`src/rtl/fb_pkg.sv`:
```
// Shared helpers for the framebuffer pixel unpacker: clog2, lane geometry
// derivation and a parameter sanity check used at elaboration.
package fb_pkg;

  // Ceiling log2. Returns 0 for v <= 1.
  function automatic int unsigned fb_clog2(input longint unsigned v);
    int unsigned r;
    r = 0;
    for (int unsigned i = 0; i < 64; i++) begin
      if ((64'd1 << i) < v) r = i + 1;
    end
    return r;
  endfunction

  // Pixels carried by one RAM word.
  function automatic int unsigned fb_pix_per_word(input int unsigned word_w,
                                                  input int unsigned pix_w);
    return word_w / pix_w;
  endfunction

  // Lane counter width, never narrower than one bit.
  function automatic int unsigned fb_lane_w(input int unsigned ppw);
    int unsigned w;
    w = fb_clog2(64'(ppw));
    return (w < 1) ? 1 : w;
  endfunction

  // True when the parameter set describes a buildable unpacker.
  function automatic bit fb_cfg_ok(input int unsigned word_w,
                                   input int unsigned pix_w,
                                   input int unsigned addr_w,
                                   input int unsigned frame_words);
    return (pix_w != 0) && (word_w >= pix_w) && ((word_w % pix_w) == 0) &&
           (addr_w >= 1) && (addr_w < 64) && (frame_words >= 1) &&
           (64'(frame_words) <= (64'd1 << addr_w));
  endfunction

endpackage

```
`src/rtl/fb_word_fifo2.sv`:
```
// Two-entry word FIFO carrying {sof_tag, word}.
// Ports: clk/reset (async, active-high); push/pop/flush controls; wdata in;
// rdata_c is the combinational head entry; count is the registered fill level.
module fb_word_fifo2 #(
  parameter int unsigned DATA_W = 33
) (
  input  logic              clk,
  input  logic              reset,
  input  logic              push,
  input  logic              pop,
  input  logic              flush,
  input  logic [DATA_W-1:0] wdata,
  output logic [DATA_W-1:0] rdata_c,
  output logic [1:0]        count
);
  import fb_pkg::*;

  logic [DATA_W-1:0] mem_q [2];
  logic [DATA_W-1:0] mem_d [2];
  logic              wr_ptr_q, wr_ptr_d;
  logic              rd_ptr_q, rd_ptr_d;
  logic [1:0]        count_q, count_d;
  logic              push_ok, pop_ok;

  // Next-state: flush wins; a push into a full FIFO is only accepted with a pop.
  always_comb begin
    mem_d    = mem_q;
    wr_ptr_d = wr_ptr_q;
    rd_ptr_d = rd_ptr_q;
    count_d  = count_q;
    pop_ok   = pop && (count_q != 2'd0);
    push_ok  = push && ((count_q != 2'd2) || pop_ok);
    if (flush) begin
      wr_ptr_d = 1'b0;
      rd_ptr_d = 1'b0;
      count_d  = 2'd0;
    end else begin
      if (push_ok) begin
        mem_d[wr_ptr_q] = wdata;
        wr_ptr_d        = ~wr_ptr_q;
      end
      if (pop_ok) rd_ptr_d = ~rd_ptr_q;
      case ({push_ok, pop_ok})
        2'b10:   count_d = count_q + 2'd1;
        2'b01:   count_d = count_q - 2'd1;
        default: count_d = count_q;
      endcase
    end
  end

  always_ff @(posedge clk or posedge reset) begin
    if (reset) begin
      mem_q    <= '{default: '0};
      wr_ptr_q <= 1'b0;
      rd_ptr_q <= 1'b0;
      count_q  <= 2'd0;
    end else begin
      mem_q    <= mem_d;
      wr_ptr_q <= wr_ptr_d;
      rd_ptr_q <= rd_ptr_d;
      count_q  <= count_d;
    end
  end

  assign rdata_c = mem_q[rd_ptr_q];
  assign count   = count_q;

endmodule

```
`src/rtl/fb_pixel_unpacker.sv`:
```
// Framebuffer read engine: fetches packed words from a 1-cycle-latency
// synchronous RAM and streams them out as pixels, lane 0 (LSBs) first.
// Ports: clk, reset (async, active-high); enable gates new reads; frame_sync
// restarts at word 0; ram_addr/ram_rd/ram_data is the RAM read port;
// pix_data/pix_valid/pix_ready/pix_sof is the pixel stream. All outputs registered.
module fb_pixel_unpacker #(
  parameter int unsigned WORD_W      = 32,
  parameter int unsigned PIX_W       = 8,
  parameter int unsigned ADDR_W      = 17,
  parameter int unsigned FRAME_WORDS = 76800
) (
  input  logic              clk,
  input  logic              reset,
  input  logic              enable,
  input  logic              frame_sync,
  output logic [ADDR_W-1:0] ram_addr,
  output logic              ram_rd,
  input  logic [WORD_W-1:0] ram_data,
  output logic [PIX_W-1:0]  pix_data,
  output logic              pix_valid,
  input  logic              pix_ready,
  output logic              pix_sof
);
  import fb_pkg::*;

  localparam int unsigned PIX_PER_WORD = fb_pix_per_word(WORD_W, PIX_W);
  localparam int unsigned LANE_W       = fb_lane_w(PIX_PER_WORD);
  localparam int unsigned ENTRY_W      = WORD_W + 1;
  localparam logic [ADDR_W-1:0] LAST_ADDR = ADDR_W'(FRAME_WORDS - 1);
  localparam logic [LANE_W-1:0] LAST_LANE = LANE_W'(PIX_PER_WORD - 1);

  if (!fb_cfg_ok(WORD_W, PIX_W, ADDR_W, FRAME_WORDS)) begin : g_cfg_bad
    $error("fb_pixel_unpacker: WORD_W must be a multiple of PIX_W and FRAME_WORDS must fit ADDR_W");
  end

  // Read side
  logic [ADDR_W-1:0] addr_q, addr_d;
  logic              rd_q, rd_d;
  logic              ret_q, ret_d;          // ram_data holds a wanted word this cycle
  logic              ret_sof_q, ret_sof_d;  // that word came from address 0

  // Unpacker side
  logic [WORD_W-1:0] shift_q, shift_d;
  logic [LANE_W-1:0] lane_q, lane_d;
  logic              valid_q, valid_d;
  logic              sof_q, sof_d;

  // FIFO interface
  logic               fifo_push, fifo_pop, fifo_flush;
  logic [ENTRY_W-1:0] fifo_wdata, fifo_rdata;
  logic [1:0]         fifo_count;

  // Combinational helpers
  logic               fifo_nonempty;
  logic [2:0]         pending;
  logic               issue;
  logic               xfer, last_lane, need_load, load;
  logic [ENTRY_W-1:0] load_entry;

  fb_word_fifo2 #(.DATA_W(ENTRY_W)) u_fifo (
    .clk     (clk),
    .reset   (reset),
    .push    (fifo_push),
    .pop     (fifo_pop),
    .flush   (fifo_flush),
    .wdata   (fifo_wdata),
    .rdata_c (fifo_rdata),
    .count   (fifo_count)
  );

  // Next-state for read issue, return capture and the lane shifter.
  always_comb begin
    addr_d     = addr_q;
    rd_d       = 1'b0;
    ret_d      = 1'b0;
    ret_sof_d  = 1'b0;
    shift_d    = shift_q;
    lane_d     = lane_q;
    valid_d    = valid_q;
    sof_d      = sof_q;
    fifo_push  = 1'b0;
    fifo_pop   = 1'b0;
    fifo_flush = 1'b0;
    fifo_wdata = {ret_sof_q, ram_data};

    fifo_nonempty = (fifo_count != 2'd0);
    // Words not yet in the shifter: buffered, on the bus now, or being read now.
    pending   = 3'(fifo_count) + 3'(ret_q) + 3'(rd_q);
    issue     = enable && !frame_sync && (pending < 3'd2);

    xfer      = valid_q && pix_ready;
    last_lane = (lane_q == LAST_LANE);
    need_load = !valid_q || (xfer && last_lane);
    load      = need_load && (fifo_nonempty || ret_q);
    // FIFO head is older than the word on the bus, so it goes first.
    load_entry = fifo_nonempty ? fifo_rdata : {ret_sof_q, ram_data};

    if (frame_sync) begin
      addr_d     = '0;
      fifo_flush = 1'b1;
      valid_d    = 1'b0;
      lane_d     = '0;
      sof_d      = 1'b0;
    end else begin
      // The address advances once the RAM has sampled it with ram_rd high.
      if (rd_q) addr_d = (addr_q == LAST_ADDR) ? '0 : addr_q + ADDR_W'(1);
      rd_d      = issue;
      ret_d     = rd_q;
      ret_sof_d = rd_q && (addr_q == '0);

      fifo_pop  = load && fifo_nonempty;
      // Returning word bypasses the FIFO only when it loads straight into the shifter.
      fifo_push = ret_q && !(load && !fifo_nonempty);

      if (load) begin
        shift_d = load_entry[WORD_W-1:0];
        sof_d   = load_entry[WORD_W];
        lane_d  = '0;
        valid_d = 1'b1;
      end else if (xfer && !last_lane) begin
        shift_d = shift_q >> PIX_W;
        lane_d  = lane_q + LANE_W'(1);
        sof_d   = 1'b0;
      end else if (xfer) begin
        valid_d = 1'b0;
        sof_d   = 1'b0;
      end
    end
  end

  always_ff @(posedge clk or posedge reset) begin
    if (reset) begin
      addr_q    <= '0;
      rd_q      <= 1'b0;
      ret_q     <= 1'b0;
      ret_sof_q <= 1'b0;
      shift_q   <= '0;
      lane_q    <= '0;
      valid_q   <= 1'b0;
      sof_q     <= 1'b0;
    end else begin
      addr_q    <= addr_d;
      rd_q      <= rd_d;
      ret_q     <= ret_d;
      ret_sof_q <= ret_sof_d;
      shift_q   <= shift_d;
      lane_q    <= lane_d;
      valid_q   <= valid_d;
      sof_q     <= sof_d;
    end
  end

  assign ram_addr  = addr_q;
  assign ram_rd    = rd_q;
  assign pix_data  = shift_q[PIX_W-1:0];
  assign pix_valid = valid_q;
  assign pix_sof   = sof_q;

endmodule

```
`config.mk`:
```
export PLATFORM = sky130hd
export DESIGN_NAME = fb_pixel_unpacker
export DESIGN_NICKNAME = d
export VERILOG_FILES = /design/src/rtl/fb_pkg.sv /design/src/rtl/fb_word_fifo2.sv /design/src/rtl/fb_pixel_unpacker.sv
export SDC_FILE = /design/constraint.sdc
export NUM_CORES = 1
export LEC_CHECK = 0
export ABC_AREA = 1
export BUFFER_PORTS_ARGS = -buffer_cell sky130_fd_sc_hd__buf_4
export CAP_MARGIN = 25
export CORE_UTILIZATION = 45
export CTS_BUF_LIST = sky130_fd_sc_hd__clkbuf_8
export CTS_CLUSTER_SIZE = 8
export DETAILED_ROUTE_END_ITERATION = 8
export GPL_ROUTABILITY_DRIVEN = 0
export HOLD_SLACK_MARGIN = 0.15
export SLEW_MARGIN = 0
export SYNTH_ARGS = -nofsm -noshare
export SYNTH_HDL_FRONTEND = slang
export SYNTH_SLANG_ARGS = --single-unit
export TNS_END_PERCENT = 1
```
`constraint.sdc`:
```
create_clock -name clk -period 7.25 [get_ports clk]
set_input_delay 0.3625 -clock clk [delete_from_list [all_inputs] [get_ports clk]]
set_output_delay 0.3625 -clock clk [all_outputs]
set_load 0.1 [all_outputs]
```
After elaboration in Yosys (flattened, before gate mapping):

Cells that the tools add are included.

* add/subtract/negate cells: 6
* reductions and logical operators: 34
* $lt $le $gt $ge: 4
* multiplexer cells: 34
* bitwise logic cells: 6
* equality and inequality tests: 6

Operators with widths (number)
* 2-to-1 mux 33 bit: 5
* bitwise mux 66 bit: 1
* 2-to-1 mux 32 bit: 2
* 2-to-1 mux 17 bit: 3
* demux 33 bit (select 1 bit): 1
* adder 17 x 1 -> 17 bit, second input constant: 1
* equality test 17 bit, second input constant: 1
* logical NOT 17 bit: 1
* 2-to-1 mux 1 bit: 17
* logical AND 1 bit: 13
* nonzero test 2 bit: 5
* nonzero test 3 bit: 3
* 2-to-1 mux 2 bit: 4
* AND reduction 2 bit: 3
* logical NOT 1 bit: 5
* adder 2 x 1 -> 2 bit, second input constant: 2
* equality test 2 bit, second input constant: 2
* >= comparator 2 bit, second input constant: 2
* NOT 1 bit: 4
* NOT 1 -> 2 bit: 2
* one-hot mux 2 bit (2 select lines): 1
* nonzero test 4 bit: 1
* adder 2 x 1 -> 3 bit: 1
* adder 3 x 1 -> 3 bit: 1
* other kinds (7): 9

* flip-flop bits (word level): 126
* logic and storage cells: 103
* input bits: 37
* output and inout bits: 28

Longest topological paths before layout:

* depth after elaboration: 12
* depth in mapped cells: 12
* gate-level depth less buffers: 11

Cells and area by module:

Synthesis repeated with hierarchy kept, for this count alone.

* cell total of the unflattened synthesis: 864
* area, all modules: 6510.0 um^2

By module, submodules not included
* fb_pixel_unpacker: instances 1, cells each 475, area an instance 3310.7 um^2, sequential area each 1401.3 um^2
* fb_word_fifo2: instances 1, cells each 389, area an instance 3199.3 um^2, sequential area each 1751.7 um^2

Worst setup path before layout:

No wires, ideal clock.

* path kind: register to register
* start point: register addr_q[0] (netlist: ram_addr[0])
* end point: register addr_q[10] (netlist: ram_addr[10])
* data required time: 7122 ps
* stages on the path, launching flop included: 10
* setup time: 128 ps
* clock period less this slack: 2373 ps
* arrival time: 2245 ps
* slack: 4877 ps
* path buffers: 1
* path through: dfrtp_1 > ha_1 > nand2_1 > nor2_1 > nand2_1 > nor2_1 > nand2_1 > nand2_1 > buf_2 > o22ai_1

* longest elaborated chain between the ends: 4
* elaborated cells between the ends (all ways): 5
* those cells by class: 1 x add/sub; 1 x eq/ne; 3 x mux

Ends and longest elaborated chain
* from (decl): line fb_pixel_unpacker.sv:37 `logic [ADDR_W-1:0] addr_q, addr_d;`
* from (signal assigned): line fb_pixel_unpacker.sv:142 `addr_q <= addr_d;`
* adder 17 x 1 -> 17 bit / equality test 17 bit (equally long branches): line fb_pixel_unpacker.sv:106 `if (rd_q) addr_d = (addr_q == LAST_ADDR) ? '0 : addr_q + ADDR_W'(1);`
* 2-to-1 mux 17 bit (*) (2 in a row): line fb_pixel_unpacker.sv:106
* 2-to-1 mux 17 bit (*): line fb_pixel_unpacker.sv:98 `if (frame_sync) begin`

Mark *: on every way between the ends. The rest lies on a longest branch, timed or not. The select of a mux whose other input is x is not followed.
A chain may end at the register's enable or synchronous reset.

Worst setup path in the final report:

* start point: register u_fifo.count_q[0] (netlist: u_fifo.count[0])
* end point: register shift_q[27]

* longest elaborated chain between the ends: 5
* elaborated cells between the ends (all ways): 7
* those cells by class: 2 x mux; 5 x reduce/logical

Ends and longest elaborated chain
* from (decl): line fb_word_fifo2.sv:22 `logic [1:0] count_q, count_d;`
* from (signal assigned): line fb_word_fifo2.sv:61 `count_q <= count_d;`
* nonzero test 2 bit (*): line fb_pixel_unpacker.sv:86 `fifo_nonempty = (fifo_count != 2'd0);`
* logical OR 1 bit: line fb_pixel_unpacker.sv:94 `load = need_load && (fifo_nonempty || ret_q);`
* logical AND 1 bit: line fb_pixel_unpacker.sv:94
* nonzero test 2 bit (no source line)
* AND reduction 2 bit (no source line)
* to (signal assigned): line fb_pixel_unpacker.sv:146 `shift_q <= shift_d;`
* to (decl): line fb_pixel_unpacker.sv:43 `logic [WORD_W-1:0] shift_q, shift_d;`

Mark *: on every way between the ends. The rest lies on a longest branch, timed or not.

==> metrics <==
status=finished clean; final hold slack=between 0.3 and 0.4 ns; drt initial violations=414; htree depth=4; Placed Area=6670 µm²; Net Sw Power=0.00107 W; Routed Antenna Nets=0; Avg Inst Size Synth=about 8 µm²; Final min period=about 3.5 ns; CP Max Fanout=50; Peak VDD IR=approximately 0.00016 V; initial antenna violation count=0; area taken by multi-input logic gates=2570 µm²; Hold Crit Start=pix_ready; Comb power frac=0.356; clock share of power=0.249; cell count after placement=~980; count leader, synth=nand2_1; Yosys top cell area share=0.508; slew margin rel.=0.428; Clk Latency, worst-skew pair=0.44 ns; root buf cell=clkbuf_8; Die Y=119 µm; number of buffers created by CTS=17; layout cell share with drive strength beyond 1=0.125; CTS tree=built; Resized Gates After CTS=0; # IOs=65; critical path class=flip-flop to flip-flop; most frequent CP cell=inv_2; drc violations=0; Reg power frac=0.396; Post-Synthesis Cells=786; Data required, critical path=7.61 ns; clk slew on worst S/H paths=0.07 ns; # diodes=0; Unique masters post-synth=29; critical path's largest stage delay=0.68 ns; Synth area leader=dfrtp_1; EDFF count, synth=0; # clock sinks=around 130; sequential share of the synthesized area=0.508; Chip Width=119 µm; crit path launch=u_fifo.count[0]$_DFFE_PP0P_; largest buffer count on any clock path=2; global-route wire length before repair=25.7 mm; drt pass-1 iters=5; hpwl dp=9.60 mm; fmax=286 MHz; post-CTS setup buffers=0; Hold Fails Final Rpt=0; Cell Area, Synth=6210 µm²; dominant cells by area after synthesis=dfrtp_1 (51%), nand2_1 (17%), o21ai_0 (5.6%); crit path DAT=3.86 ns; row cnt=42; Overall Global Routing Usage=0.227; power per cell area=356 nW/µm²; # port buffers=64; crit-path cells=nor2_4 -> inv_2 -> o21ai_2 -> inv_2 -> nand2_4 -> nand2_4 -> inv_2 -> nand2_1 -> o21ai_1; Core Footprint=13300 µm²; Filler Cell Count=1274; switch share=0.398; setup_tns=0 ns; RR Startpoint=u_fifo.count[0]$_DFFE_PP0P_; Setup crit start kind=flip-flop; Worst-Margin Slew=0.856 ns; Reg area=about 3200 µm²; CP max-delay cell=nor2_4; vias per std cell=roughly 5.2; WL/cell=14.2 µm; Final Cell Area=~7500 µm²; cell internal pwr=roughly 0.0016 W; final setup fails=0; Setup crit end kind=flip-flop; Vias=between 5000 and 6000; WL final=14.8 mm; Ys Warns=0; vias in the first global route=5362; largest net degree at the start of global routing=76; ys flop type=dfrtp_1; MaxCap Viol Count=0; #FFs+latches synth=126; Max Transition Viols Final=0; Leak Pwr=3.61 nW; post-synthesis async set-or-reset flop share=1.00; clock skew=0.00727 ns; RSZ-0062 raised after global routing=false; Starting Density=0.465; nets=900; Area growth syn-to-layout=21.4%; most instantiated cells after synthesis=nand2_1 (285), dfrtp_1 (126), o21ai_0 (69); Hold Crit Class=primary input to flip-flop; Non-Filler Instances=1047; die area=14300 µm²; Net Count, Synth=827; Final Cycle Share=0.482; Congestion Overflow GR=0
[path summary, 6_finish.rpt]
check,to,slack (ns),depth (start not counted)
max in group asynchronous,u_fifo.mem_q[52]$_DFFE_PP0P_,5.71,5
min in group asynchronous,u_fifo.mem_q[11]$_DFFE_PP0P_,0.58,3
setup / recovery,shift_q[27]$_DFFE_PP0P_,3.75,9
setup reg to reg,shift_q[27]$_DFFE_PP0P_,3.75,9
hold reg to reg,u_fifo.mem_q[45]$_DFFE_PP0P_,0.48,2
hold / removal,pix_sof$_DFFE_PP0P_,0.30,4
[power by group through the flow]
stage                     sequential (W)  clock (W)  combinational (W)
final                            0.00106   0.000667           0.000953
after global routing             0.00109   0.000713            0.00107
after CTS                        0.00106   0.000684           0.000960
after detailed placement         0.00107          0           0.000941
after global placement           0.00106          0           0.000915
after floorplan                  0.00107          0           0.000750
[final cells by class]
class                   instances  area share
repair buffers                104       0.123
clock inverters                10      0.0193
well taps                     176      0.0292
flip-flops and latches        126       0.419
inverters                      61      0.0307
multi-input cells             549       0.341
clock buffers                  21      0.0384
[critical path: cells and delay by family (launching register included)]
| kind | cells | cell delay, ns |
|---|---|---|
| buf+inv | 3 | 1.30 |
| simple gates | 4 | 1.25 |
| flops | 1 | 0.46 |
| compound gates | 2 | 0.39 |
[state kept, by name, summed over array words and instances (netlist names)]
register / count
u_fifo.mem_q: 66
ret_q: 1
u_fifo.count: 2
pix_sof: 1
lane_q: 2
ret_sof_q: 1
ram_rd: 1
u_fifo.wr_ptr_q: 1
u_fifo.rd_ptr_q: 1
ram_addr: 17
shift_q: 32
pix_valid: 1
[kinds of logic after synthesis]
family / Yosys count / synth area share
AO/OA/AOI/OAI: 147 / 0.140
adder cells (fa/ha/maj): 4 / 0.00806
buffers and inverters: 111 / 0.0798
AND/OR/NAND/NOR: 390 / 0.253
flip-flops: 126 / 0.508
XOR/XNOR: 8 / 0.0113
[per-layer routing]
layer,vias up,GRT usage,wire [µm]
met1,2556,0.309,7140
met4,0,0.0719,188
met3,17,0.0508,645
li1,2697,-,-
met5,-,0,0
met2,131,0.359,6870
[through the flow]
stage | setup WS, ns | util | total power, W
after floorplan | 3.53 | - | 0.00182
after global placement | 3.95 | 0.500 | 0.00198
after detailed placement | 3.77 | 0.500 | 0.00201
after CTS | 3.74 | 0.558 | 0.00270
after global routing | 3.37 | 0.565 | 0.00287
final | 3.75 | 0.565 | 0.00268
[cell usage in the layout (no fill, tap or decap), types with 7 or more instances in the layout]
| cell | synthesis | layout |
|---|---|---|
| nor2_1 | 51 | 51 |
| o22ai_1 | 10 | 10 |
| o21ai_1 | 12 | 12 |
| inv_1 | 58 | 61 |
| o21ai_0 | 69 | 69 |
| nand3_1 | 33 | 33 |
| nand2_1 | 285 | 285 |
| dlygate4sd3_1 | 0 | 35 |
| clkbuf_8 | 0 | 21 |
| o211ai_1 | 43 | 43 |
| dfrtp_1 | 126 | 125 |
| a21oi_1 | 9 | 9 |
| nand4_1 | 10 | 10 |
| buf_4 | 15 | 66 |
| xor2_1 | 7 | 7 |
[repair_timing]
item | 4_1_cts | 5_1_grt
setup endpoints to repair | 0 | 0
hold buffers | 35 | 0
endpoints found under the hold margin | 114 | 0
(Power assumes the default switching activity.)
